**src/rtl/cpu_opponent_pkg.sv**
```systemverilog
// Shared types and helpers for the CPU tug-of-war opponent.
// State encoding is fixed so that debug probes read the same values on every build.
package cpu_opponent_pkg;

    typedef enum logic [2:0] {
        ST_IDLE = 3'd0,
        ST_ARM  = 3'd1,
        ST_WAIT = 3'd2,
        ST_FAKE = 3'd3,
        ST_PUSH = 3'd4,
        ST_COOL = 3'd5
    } state_e;

    localparam int unsigned PUSH_MAX = 255;

    // Unsigned add that clips at max_val instead of wrapping.
    function automatic logic [31:0] sat_add(
        input logic [31:0] a,
        input logic [31:0] b,
        input logic [31:0] max_val
    );
        logic [32:0] sum;
        sum = {1'b0, a} + {1'b0, b};
        return (sum > {1'b0, max_val}) ? max_val : sum[31:0];
    endfunction

endpackage

```
**src/rtl/cpu_opponent_dly_counter.sv**
```systemverilog
// Loadable down-counter that stops at zero.
// It times the WAIT, FAKE and COOL phases of the opponent.
module cpu_opponent_dly_counter #(
    parameter int CNT_W = 16
) (
    input  logic             clk,
    input  logic             rst,
    input  logic             i_load,
    input  logic [CNT_W-1:0] i_load_val,
    output logic             o_zero
);

    logic [CNT_W-1:0] r_cnt;

    // NOTE: sequential state uses <= so every register samples pre-edge values.
    always_ff @(posedge clk or negedge rst) begin
        if (!rst) begin
            r_cnt <= '0;
        end else if (i_load) begin
            r_cnt <= i_load_val;
        end else if (r_cnt != '0) begin
            r_cnt <= r_cnt - CNT_W'(1);
        end
    end

    assign o_zero = (r_cnt == '0);

endmodule

```
**src/rtl/cpu_opponent.sv**
```systemverilog
// CPU rival for the tug-of-war game: turns the random-bit generator outputs
// into timed single-cycle rope pushes, optionally preceded by a decoy flash.
module cpu_opponent
    import cpu_opponent_pkg::*;
#(
    parameter int FAST_DLY     = 2000,
    parameter int SLOW_DLY     = 6000,
    parameter int JITTER_SHIFT = 6,
    parameter int FAKE_LEN     = 500,
    parameter int COOL_LEN     = 1000,
    parameter int CNT_W        = 16
) (
    input  logic       clk,
    input  logic       rst,
    input  logic       i_game_en,
    input  logic       i_rand,
    input  logic       i_randfake,
    input  logic       i_randspeed,
    output logic       o_cpu_push,
    output logic       o_fake_led,
    output logic       o_busy,
    output logic [7:0] o_push_count
);

    localparam int DW      = CNT_W + 5;
    localparam int MAX_DLY = (2 ** CNT_W) - 1;

    state_e           r_state;
    state_e           w_next;
    logic [2:0]       r_hist;   // only the three bits that survive the next shift are kept
    logic             r_fake_sel;
    logic             r_cpu_push;
    logic             r_fake_led;
    logic             r_busy;
    logic [7:0]       r_push_count;

    logic [3:0]       w_hist_new;
    logic [DW-1:0]    w_base;
    logic [DW-1:0]    w_jit;
    logic [CNT_W-1:0] w_dly_sat;
    logic [CNT_W-1:0] w_dly;
    logic             w_load;
    logic [CNT_W-1:0] w_load_val;
    logic             w_cnt_zero;
    logic             w_arm_done;

    assign w_hist_new = {r_hist, i_rand};
    assign w_base     = i_randspeed ? DW'(FAST_DLY) : DW'(SLOW_DLY);
    assign w_jit      = DW'(w_hist_new) << JITTER_SHIFT;
    assign w_dly_sat  = CNT_W'(sat_add(32'(w_base), 32'(w_jit), 32'(MAX_DLY)));
    assign w_dly      = (w_dly_sat == '0) ? CNT_W'(1) : w_dly_sat;
    assign w_arm_done = (r_state == ST_ARM) && (w_next == ST_WAIT);

    cpu_opponent_dly_counter #(
        .CNT_W (CNT_W)
    ) u_dly_counter (
        .clk        (clk),
        .rst        (rst),
        .i_load     (w_load),
        .i_load_val (w_load_val),
        .o_zero     (w_cnt_zero)
    );

    // NOTE: every always_comb output gets a default first, so no path can infer a latch.
    always_comb begin
        w_next     = r_state;
        w_load     = 1'b0;
        w_load_val = '0;
        unique case (r_state)
            ST_IDLE: if (i_game_en) w_next = ST_ARM;
            ST_ARM: begin
                w_next     = ST_WAIT;
                w_load     = 1'b1;
                w_load_val = w_dly - CNT_W'(1);
            end
            ST_WAIT: begin
                if (w_cnt_zero) begin
                    if (r_fake_sel) begin
                        w_next     = ST_FAKE;
                        w_load     = 1'b1;
                        w_load_val = CNT_W'(FAKE_LEN - 1);
                    end else begin
                        w_next = ST_PUSH;
                    end
                end
            end
            ST_FAKE: if (w_cnt_zero) w_next = ST_PUSH;
            ST_PUSH: begin
                w_next     = ST_COOL;
                w_load     = 1'b1;
                w_load_val = CNT_W'(COOL_LEN - 1);
            end
            ST_COOL: if (w_cnt_zero) w_next = i_game_en ? ST_ARM : ST_IDLE;
            default: w_next = ST_IDLE;
        endcase
        // Losing game_en beats every other transition, so no push escapes after it.
        if (r_state != ST_IDLE && !i_game_en) w_next = ST_IDLE;
    end

    always_ff @(posedge clk or negedge rst) begin
        if (!rst) begin
            r_state      <= ST_IDLE;
            r_hist       <= '0;
            r_fake_sel   <= 1'b0;
            r_cpu_push   <= 1'b0;
            r_fake_led   <= 1'b0;
            r_busy       <= 1'b0;
            r_push_count <= '0;
        end else begin
            r_state    <= w_next;
            // Outputs decode the next state so they line up with r_state.
            r_cpu_push <= (w_next == ST_PUSH);
            r_fake_led <= (w_next == ST_FAKE);
            r_busy     <= (w_next != ST_IDLE);
            if (w_arm_done) begin
                r_hist     <= w_hist_new[2:0];
                r_fake_sel <= i_randfake;
            end
            if (r_state == ST_IDLE && w_next == ST_ARM) begin
                r_push_count <= '0;
            end else if (r_state == ST_PUSH) begin
                r_push_count <= 8'(sat_add(32'(r_push_count), 32'd1, 32'(PUSH_MAX)));
            end
        end
    end

    assign o_cpu_push   = r_cpu_push;
    assign o_fake_led   = r_fake_led;
    assign o_busy       = r_busy;
    assign o_push_count = r_push_count;

endmodule

```
**config.mk**
```make
export PLATFORM = sky130hd
export DESIGN_NAME = cpu_opponent
export DESIGN_NICKNAME = d
export VERILOG_FILES = /design/src/rtl/cpu_opponent_pkg.sv /design/src/rtl/cpu_opponent_dly_counter.sv /design/src/rtl/cpu_opponent.sv
export SDC_FILE = /design/constraint.sdc
export NUM_CORES = 1
export LEC_CHECK = 0
export CAP_MARGIN = 20
export CORE_ASPECT_RATIO = 0.6
export CORE_MARGIN = 2
export CORE_UTILIZATION = 43
export DETAILED_ROUTE_END_ITERATION = 10
export PLACE_DENSITY = 0.62
export SLEW_MARGIN = 10
export SYNTH_ARGS = -nofsm -noshare
export SYNTH_HDL_FRONTEND = slang
export SYNTH_SLANG_ARGS = --single-unit
```
**constraint.sdc**
```tcl
create_clock -name clk -period 2.72 [get_ports clk]
set_input_delay 0.544 -clock clk [delete_from_list [all_inputs] [get_ports clk]]
set_output_delay 0.544 -clock clk [all_outputs]
set_load 0.03 [all_outputs]
```
### Yosys cells after proc, flatten, opt, wreduce, memory -nomap -nowiden

Index checks and enable logic that the tools add are counted.

| storage, ports and cells | value |
|---|---|
| register bits after elaboration | 34 |
| input bits | 6 |
| output and inout port bits | 11 |

| cells by class | value |
|---|---|
| equality and inequality tests | 9 |
| $add $sub $neg | 4 |
| muxes and demuxes | 22 |
| reduce and logical (&&, ||, !) cells | 13 |
| magnitude comparators | 2 |

Operators by type and width:

| cell | count |
|---|---|
| 16-bit two-way mux | 4 |
| 16-bit case mux with 3 select lines | 1 |
| 16-bit zero test | 2 |
| 16-bit by 1-bit subtractor with 16-bit output, second input constant | 2 |
| 8-bit two-way mux | 3 |
| 3-bit two-way mux | 6 |
| 9-bit two-way mux | 2 |
| 3-bit case mux with 6 select lines | 1 |
| 14-bit by 16-bit greater-than comparator with 1-bit output, second input constant | 1 |
| 16-bit nonzero test | 1 |
| 13-bit by 10-bit adder with 14-bit output | 1 |
| 13-bit two-way mux | 1 |
| 3-bit by 2-bit == test with 1-bit output, second input constant | 4 |
| 8-bit by 1-bit adder with 9-bit output, second input constant | 1 |
| 3-bit == test, second input constant | 3 |
| 9-bit by 8-bit greater-than comparator with 1-bit output, second input constant | 1 |
| 3-bit by 1-bit == test with 1-bit output, second input constant | 2 |
| 3-bit nonzero test | 2 |
| 2-bit nonzero test | 2 |
| 1-bit logical AND | 3 |
| 3-bit zero test | 1 |
| 1-bit two-way mux | 3 |
| 1-bit case mux with 2 select lines | 1 |
| 2-bit OR reduction | 1 |
| 1-bit zero test | 1 |

### Logic depth before layout (Yosys ltp)

Gate-level depths: netlist of the first run.

| depth | value |
|---|---|
| word-level depth | 9 |
| gate-level depth with buffers | 8 |
| mapped depth without buffers | 7 |

### Modules after synthesis

From an unflattened synthesis of the first run, not the netlist that was laid out.

| unflattened totals | value |
|---|---|
| cell total of the unflattened synthesis | 231 |
| area, all modules | 2095.8 um2 |

By module, submodules not included:

| module | cells each | area each (um2) | instances |
|---|---|---|---|
| cpu_opponent | 127 | 1089.8 | 1 |
| cpu_opponent_dly_counter | 104 | 1006.0 | 1 |

### Worst setup path before layout of the first run

Ideal clock, no wire load.

| path | value |
|---|---|
| path type | flip-flop to flip-flop |
| start point | register u_dly_counter.r_cnt[0] |
| end point | register u_dly_counter.r_cnt[9] |
| period minus slack after synthesis | 1.918 ns |
| stages on the path, launching flop included | 7 |
| arrival time | 1.792 ns |
| slack | 0.802 ns |
| setup time | 0.126 ns |
| cell sequence | dfrtp_1 > inv_1 > ha_1 > or4b_2 > nor4_1 > nor4_1 > a311o_1 |

| between the ends | value |
|---|---|
| cells in the longest elaborated chain, start to end | 4 |

Ends and longest elaborated chain:

| element | line | RTL |
|---|---|---|
| start, declared | cpu_opponent_dly_counter.sv:13 | `logic [CNT_W-1:0] r_cnt;` |
| start signal, assigned | cpu_opponent_dly_counter.sv:20 | `r_cnt <= i_load_val;` |
| start signal, assigned | cpu_opponent_dly_counter.sv:22 | `r_cnt <= r_cnt - CNT_W'(1);` |
| parallel branches: the longest is 4 deep, another holds 16-bit by 1-bit subtractor with 16-bit output | - |  |

Parallel ways; which one is timed is not known. The select of a mux whose other input is x is not followed.
A chain may end at the register's enable or synchronous reset.

### Worst setup path after layout of the first run

Ends and elaborated chain as after synthesis.

==> results of run 1 <==
-- sequential cells by signal (all words and copies together), names as in the netlist --
register / cells
u_dly_counter.r_cnt: 16
o_push_count: 8
r_hist: 3
r_state: 3
o_busy: 1
o_cpu_push: 1
o_fake_led: 1
r_fake_sel: 1
-- stage by stage --
step	utilization, %	area, um2	hold WS (ps)	setup WS [ps]
floorplan	-	1977	248.4	801.8
global placement	49.32	2216	553.1	436.5
detailed placement	49.32	2216	545.4	377.3
CTS	51.16	2298	557.4	419.1
global route	51.16	2298	591.9	293.5
finish	51.16	2298	554.5	432.9
-- synthesized netlist by cell type (2+ instances only) --
| cell type | n |
|---|---|
| and3_1 | 5 |
| mux2_2 | 3 |
| a21oi_1 | 9 |
| and2_1 | 3 |
| nand2_1 | 12 |
| o21ai_0 | 10 |
| buf_2 | 3 |
| o22ai_1 | 2 |
| nand4_1 | 3 |
| a211oi_1 | 3 |
| or4_1 | 4 |
| clkbuf_1 | 4 |
| a31oi_1 | 3 |
| nor2_1 | 19 |
| xnor2_1 | 11 |
| o221ai_1 | 3 |
| mux2i_1 | 2 |
| nand3_1 | 4 |
| nor3b_1 | 3 |
| nor2b_1 | 2 |
| nand2b_1 | 4 |
| inv_1 | 6 |
| nor3_1 | 12 |
| o31ai_1 | 2 |
| dfrtp_1 | 34 |
| a21o_2 | 2 |
| ha_1 | 5 |
| o21a_1 | 4 |
| or3_1 | 3 |
| nor4_1 | 4 |
| o211ai_1 | 2 |
-- area by class of cell --
type	count	area share, %
Inverter	6	0.9799
Tap cell	63	3.430
Multi-Input combinational cell	156	46.71
Sequential cell	34	37.02
Clock buffer	6	3.593
Timing Repair Buffer	20	8.274
-- per-layer routing --
layer | up-vias | wire (um)
li1 | 788 | -
met1 | 757 | 2452
met2 | 35 | 1576
met3 | 5 | 288
met4 | 0 | 40
met5 | - | 0
-- critical path, stage by stage, from the launching register on --
cell,delay (ps)
dfrtp_1,380
inv_1,150
ha_1,210
nor4b_4,280
and4_4,400
nand4_4,180
and2_4,250
a311o_1,310
-- cells by family after synthesis --
kind of cell	share of synthesized area (%)
flops	43.04
simple gates	27.91
fa+ha+maj	4.177
buf+inv	2.658
xor+xnor	5.316
compound gates	14.18
mux	2.721
-- path summary, 6_finish.rpt --
| path | start | end | slack (ps) |
|---|---|---|---|
| min in group asynchronous | rst | u_dly_counter.r_cnt[13] | 660 |
| min | u_dly_counter.r_cnt[1] | u_dly_counter.r_cnt[1] | 550 |
| max reg2reg | u_dly_counter.r_cnt[0] | u_dly_counter.r_cnt[9] | 430 |
| max in group asynchronous | rst | o_push_count[2] | 1730 |
| min reg2reg | u_dly_counter.r_cnt[1] | u_dly_counter.r_cnt[1] | 550 |
| max | u_dly_counter.r_cnt[0] | u_dly_counter.r_cnt[9] | 430 |
-- report_power, final --
part | leakage (uW) | switching (uW) | internal [uW]
Clock | 0.0000431 | 178 | 195
Sequential | 0.000436 | 155 | 616
Combinational | 0.000436 | 214 | 218
==> results.cfg, run 1 <==
[status]
status = finished clean

[floorplan]
die_area_um2 = 5174
initial_core_util_pct = 44.00
core_um2 = 4493
die_x_um = 91.54
die_height_um = 56.52
num_io_pins = 17
rows = 19

[sta]
tightest_slew_ps = 599.7
clock_skew_ps = 8.507
rsz0062_at_grt = no
relSlewSlack_pct = 60.02
setup_tns_ps = 0
clock.fmax_mhz = 437.2
period_needed_ps = 2287
hold_viol_final = 0
setup_viol = 0
report.final.slew_viol_count = 0
fin_crit_sh_pct = 84.09

[synth]
seq_area_frac_synth_pct = 43.04
synth_area_leaders = dfrtp_1 (43%), xnor2_1 (4.9%), nor2_1 (3.6%)
synthArstFlopShare_pct = 100.0
ys_warn_count = 0
syn_area_per_cell_um2 = 9.738
syn-instance-count = 203
ys_ff_latch = 34
yosys_most_used_dff = dfrtp_1
synth_edf_count = 0
ys_types = 48
syn_nets = 215
yosys.area.top_type = dfrtp_1
syn_area_um2 = 1977
synth_top_cell_area_share_pct = 43.04

[finish]
drive_gt1_share_pct = 11.71
multiInputGateArea_um2 = 1074
area_growth_pct = 16.27
instances_no_fill = 285
antennaDiodeCount = 0
ff_latch_area_um2 = 850.8
final_cell_mix = dfrtp_1 (34), nor2_1 (19), clkdlybuf4s50_1 (16)
mostFrequentLayoutCell = dfrtp_1
nFillCells = 416
fin_nets = 235

[placed_design]
dp_hpwl_um = 3241
gp_congestion = 0.7844
placed_cells = 279
numPortBuffers = 16

[global_route]
antenna_found_initial = 0
grt_pass1_wl_um = 7258
grt_use_met3_pct = 4.430
gr-usage-met1_pct = 31.44
grt_pass1_vias = 1402
grt_max_degree = 35
grtUsageTotal_pct = 18.31
top_usage_layer = met1
grt_overflow = 0
grt_use_met2_pct = 21.01

[route]
drt-initial-drc-count = 116
wire_per_inst_um = 15.28
drc_errors = 0
drt_wl_total_um = 4356
avgViaCountPerCell = 5.561
ant_nets = 0
firstDrtPassIters = 4
vias = 1585

[cts]
cts_tree = done
clock_latency_ps = 290
cts_root_buf = clkbuf_8
cts.sinks = 34
cts_resized = 0
cts_buffers = 5
postCtsHoldBufs = 0
clk_pin_slew_ps = 70
cts_buffer_depth = 2
htree_num_levels = 2
post-cts-setup-buffers = 0

[power]
ir_worst_vdd_mv = 0.4572
static-leakage-power_uw = 0.0009156
power_density_nw_per_um2 = 685.7
p_total_uw = 1576

[setup_path]
worstSetupEndpointType = flop
cp-start-kind = flop
required_ps = 2880
worstPathMaxFanout = 13
path_class = reg -> reg
critPathArrivalTime_ps = 2450
reg2reg_depth = 7

[min_path]
min_path_type = reg -> reg
hold_depth = 2

[job]
maxCapViolations = 0
Note: power is estimated with default switching activity, not from simulation.
==> inputs of run 2 (changes only) <==
==> constraint.sdc (replaced) <==
create_clock -name clk -period 2.38 [get_ports clk]
set_input_delay 0.476 -clock clk [delete_from_list [all_inputs] [get_ports clk]]
set_output_delay 0.476 -clock clk [all_outputs]
set_load 0.03 [all_outputs]
==> run 2 against run 1 <==
Routed wire length up 3.4%. Worst setup slack worse by 180 ps. Highest routed layer unchanged. Largest power group unchanged. Count of clock-buffer cells in the layout is 1 higher. Register-to-register slack got worse by 180 ps. Via count fell by 1.4%. First-iteration DRC count is 8.6% higher. Clock skew decreased by 3.4 ps. Design area rose by 1.7%.
==> results.cfg, run 2 (synthesized netlist as in run 1, its figures left out) <==
[finish]
top_register = u_dly_counter.r_cnt
mostFrequentLayoutCell = dfrtp_1
final_cell_mix = dfrtp_1 (34), nor2_1 (19), clkdlybuf4s50_1 (16)
largest_reg_flops = 16
drive_gt1_share_pct = 13.60
antennaDiodeCount = 0
fin_nets = 239
area_growth_pct = 18.23

[sta]
clock_skew_ps = 5.138
fin_crit_sh_pct = 89.49
setup_viol = 0
clock.fmax_mhz = 469.5
hold_viol_final = 0
tightest_slew_ps = 436.2
setup_tns_ps = 0
relSlewSlack_pct = 70.92
hold_slack_ps = 556.8
report.final.slew_viol_count = 0
rsz0062_at_grt = no
period_needed_ps = 2130

[route]
vias = 1563
drt_wl_total_um = 4502
firstDrtPassIters = 4
avgViaCountPerCell = 5.371
wire_per_inst_um = 15.47
drt-initial-drc-count = 126
drc_errors = 0
ant_nets = 0

[cts]
cts_buffers = 5
clk_pin_slew_ps = 70
htree_num_levels = 2
post-cts-setup-buffers = 0
cts_resized = 0
cts_buffer_depth = 2
cts_tree = done
cts.sinks = 34
clock_latency_ps = 280
cts_root_buf = clkbuf_8
postCtsHoldBufs = 0

[setup_path]
worst_path_max_delay_cell = dfrtp_1
required_ps = 2540
worstSetupEndpointType = flop
worstPathMaxFanout = 7
cp-start-kind = flop
path_class = reg -> reg
crit_chain = inv_1 > ha_1 > nor4b_4 > and4_4 > nand4_4 > and2_4 > a311o_1
critPathMaxStageDelay_ps = 390
r2r_slack_ps = 250
critPathArrivalTime_ps = 2290

[status]
status = finished clean

[placed_design]
numPortBuffers = 16
gp_congestion = 0.8061
dp_hpwl_um = 3381

[power]
ir_worst_vdd_mv = 0.4456
static-leakage-power_uw = 0.0009403
power_density_nw_per_um2 = 783.8

[floorplan]
die_x_um = 91.54
die_height_um = 56.52
die_area_um2 = 5174
num_io_pins = 17
core_um2 = 4493
rows = 19
initial_core_util_pct = 44.00

[global_route]
antenna_found_initial = 0
grt_pass1_vias = 1402
grt_pass1_wl_um = 7465
grt_max_degree = 35
grt_overflow = 0
grtUsageTotal_pct = 18.88

[job]
maxCapViolations = 0

[min_path]
min_path_type = reg -> reg
==> run 2: final timing paths <==
path / cells past startpoint / from / to
setup / recovery: 7 / u_dly_counter.r_cnt[0] / u_dly_counter.r_cnt[9]
max in group asynchronous: 2 / rst / u_dly_counter.r_cnt[10]
min in group asynchronous: 2 / rst / u_dly_counter.r_cnt[13]
hold / removal: 1 / o_push_count[0] / o_push_count[0]
setup reg to reg: 7 / u_dly_counter.r_cnt[0] / u_dly_counter.r_cnt[9]
hold reg to reg: 1 / o_push_count[0] / o_push_count[0]
==> run 2: critical path: cells and delay by family (launching register included) <==
kind | cells | cell delay, ps
AND/OR/NAND/NOR | 4 | 950
AO/OA/AOI/OAI | 1 | 310
flip-flops | 1 | 390
adder cells (fa/ha/maj) | 1 | 200
buffers and inverters | 1 | 140
==> run 2: where the power goes <==
| group | total (uW) | switching (uW) | internal [uW] |
|---|---|---|---|
| logic | 505 | 252 | 253 |
| registers | 880 | 176 | 704 |
| clock network | 447 | 213 | 234 |
==> run 2: cell type report <==
type | count | area, um2
multi-input cells | 156 | 1074
inverters | 6 | 22.52
well taps | 63 | 78.83
repair buffers | 24 | 220.2
fillers | 423 | 2156
clock buffers | 7 | 86.33
flip-flops and latches | 34 | 850.8
clock inverters | 1 | 5.005
==> run 2: layer usage <==
layer,vias to the layer above,routed length (um),global-route usage [%]
li1,795,-,-
met1,722,2639,33.16
met2,42,1552,20.90
met3,4,279,5.235
met4,0,30,4.545
met5,-,0,0
==> run 2: metrics by stage <==
stage | utilization (%) | worst slack, ps | total power, uW | instances | cell area, um2
after floorplan | - | 461.8 | 1234 | 203 | 1977
after global placement | 49.99 | 243.0 | 1385 | 283 | 2246
after detailed placement | 49.99 | 195.0 | 1387 | 283 | 2246
after CTS | 52.02 | 243.8 | 1843 | 291 | 2337
after global routing | 52.02 | 88.93 | 1965 | 291 | 2337
final | 52.02 | 250.1 | 1832 | 291 | 2337
==> inputs of run 3 (changes only) <==
--- a/config.mk
+++ b/config.mk
@@ -9,6 +9,7 @@
 export CORE_ASPECT_RATIO = 0.6
 export CORE_MARGIN = 2
 export CORE_UTILIZATION = 43
+export CTS_CLUSTER_SIZE = 12
 export DETAILED_ROUTE_END_ITERATION = 10
 export PLACE_DENSITY = 0.62
 export SLEW_MARGIN = 10
==> results of run 3 <==
No change in the layout: final DEF, timing and power equal those of run 2.
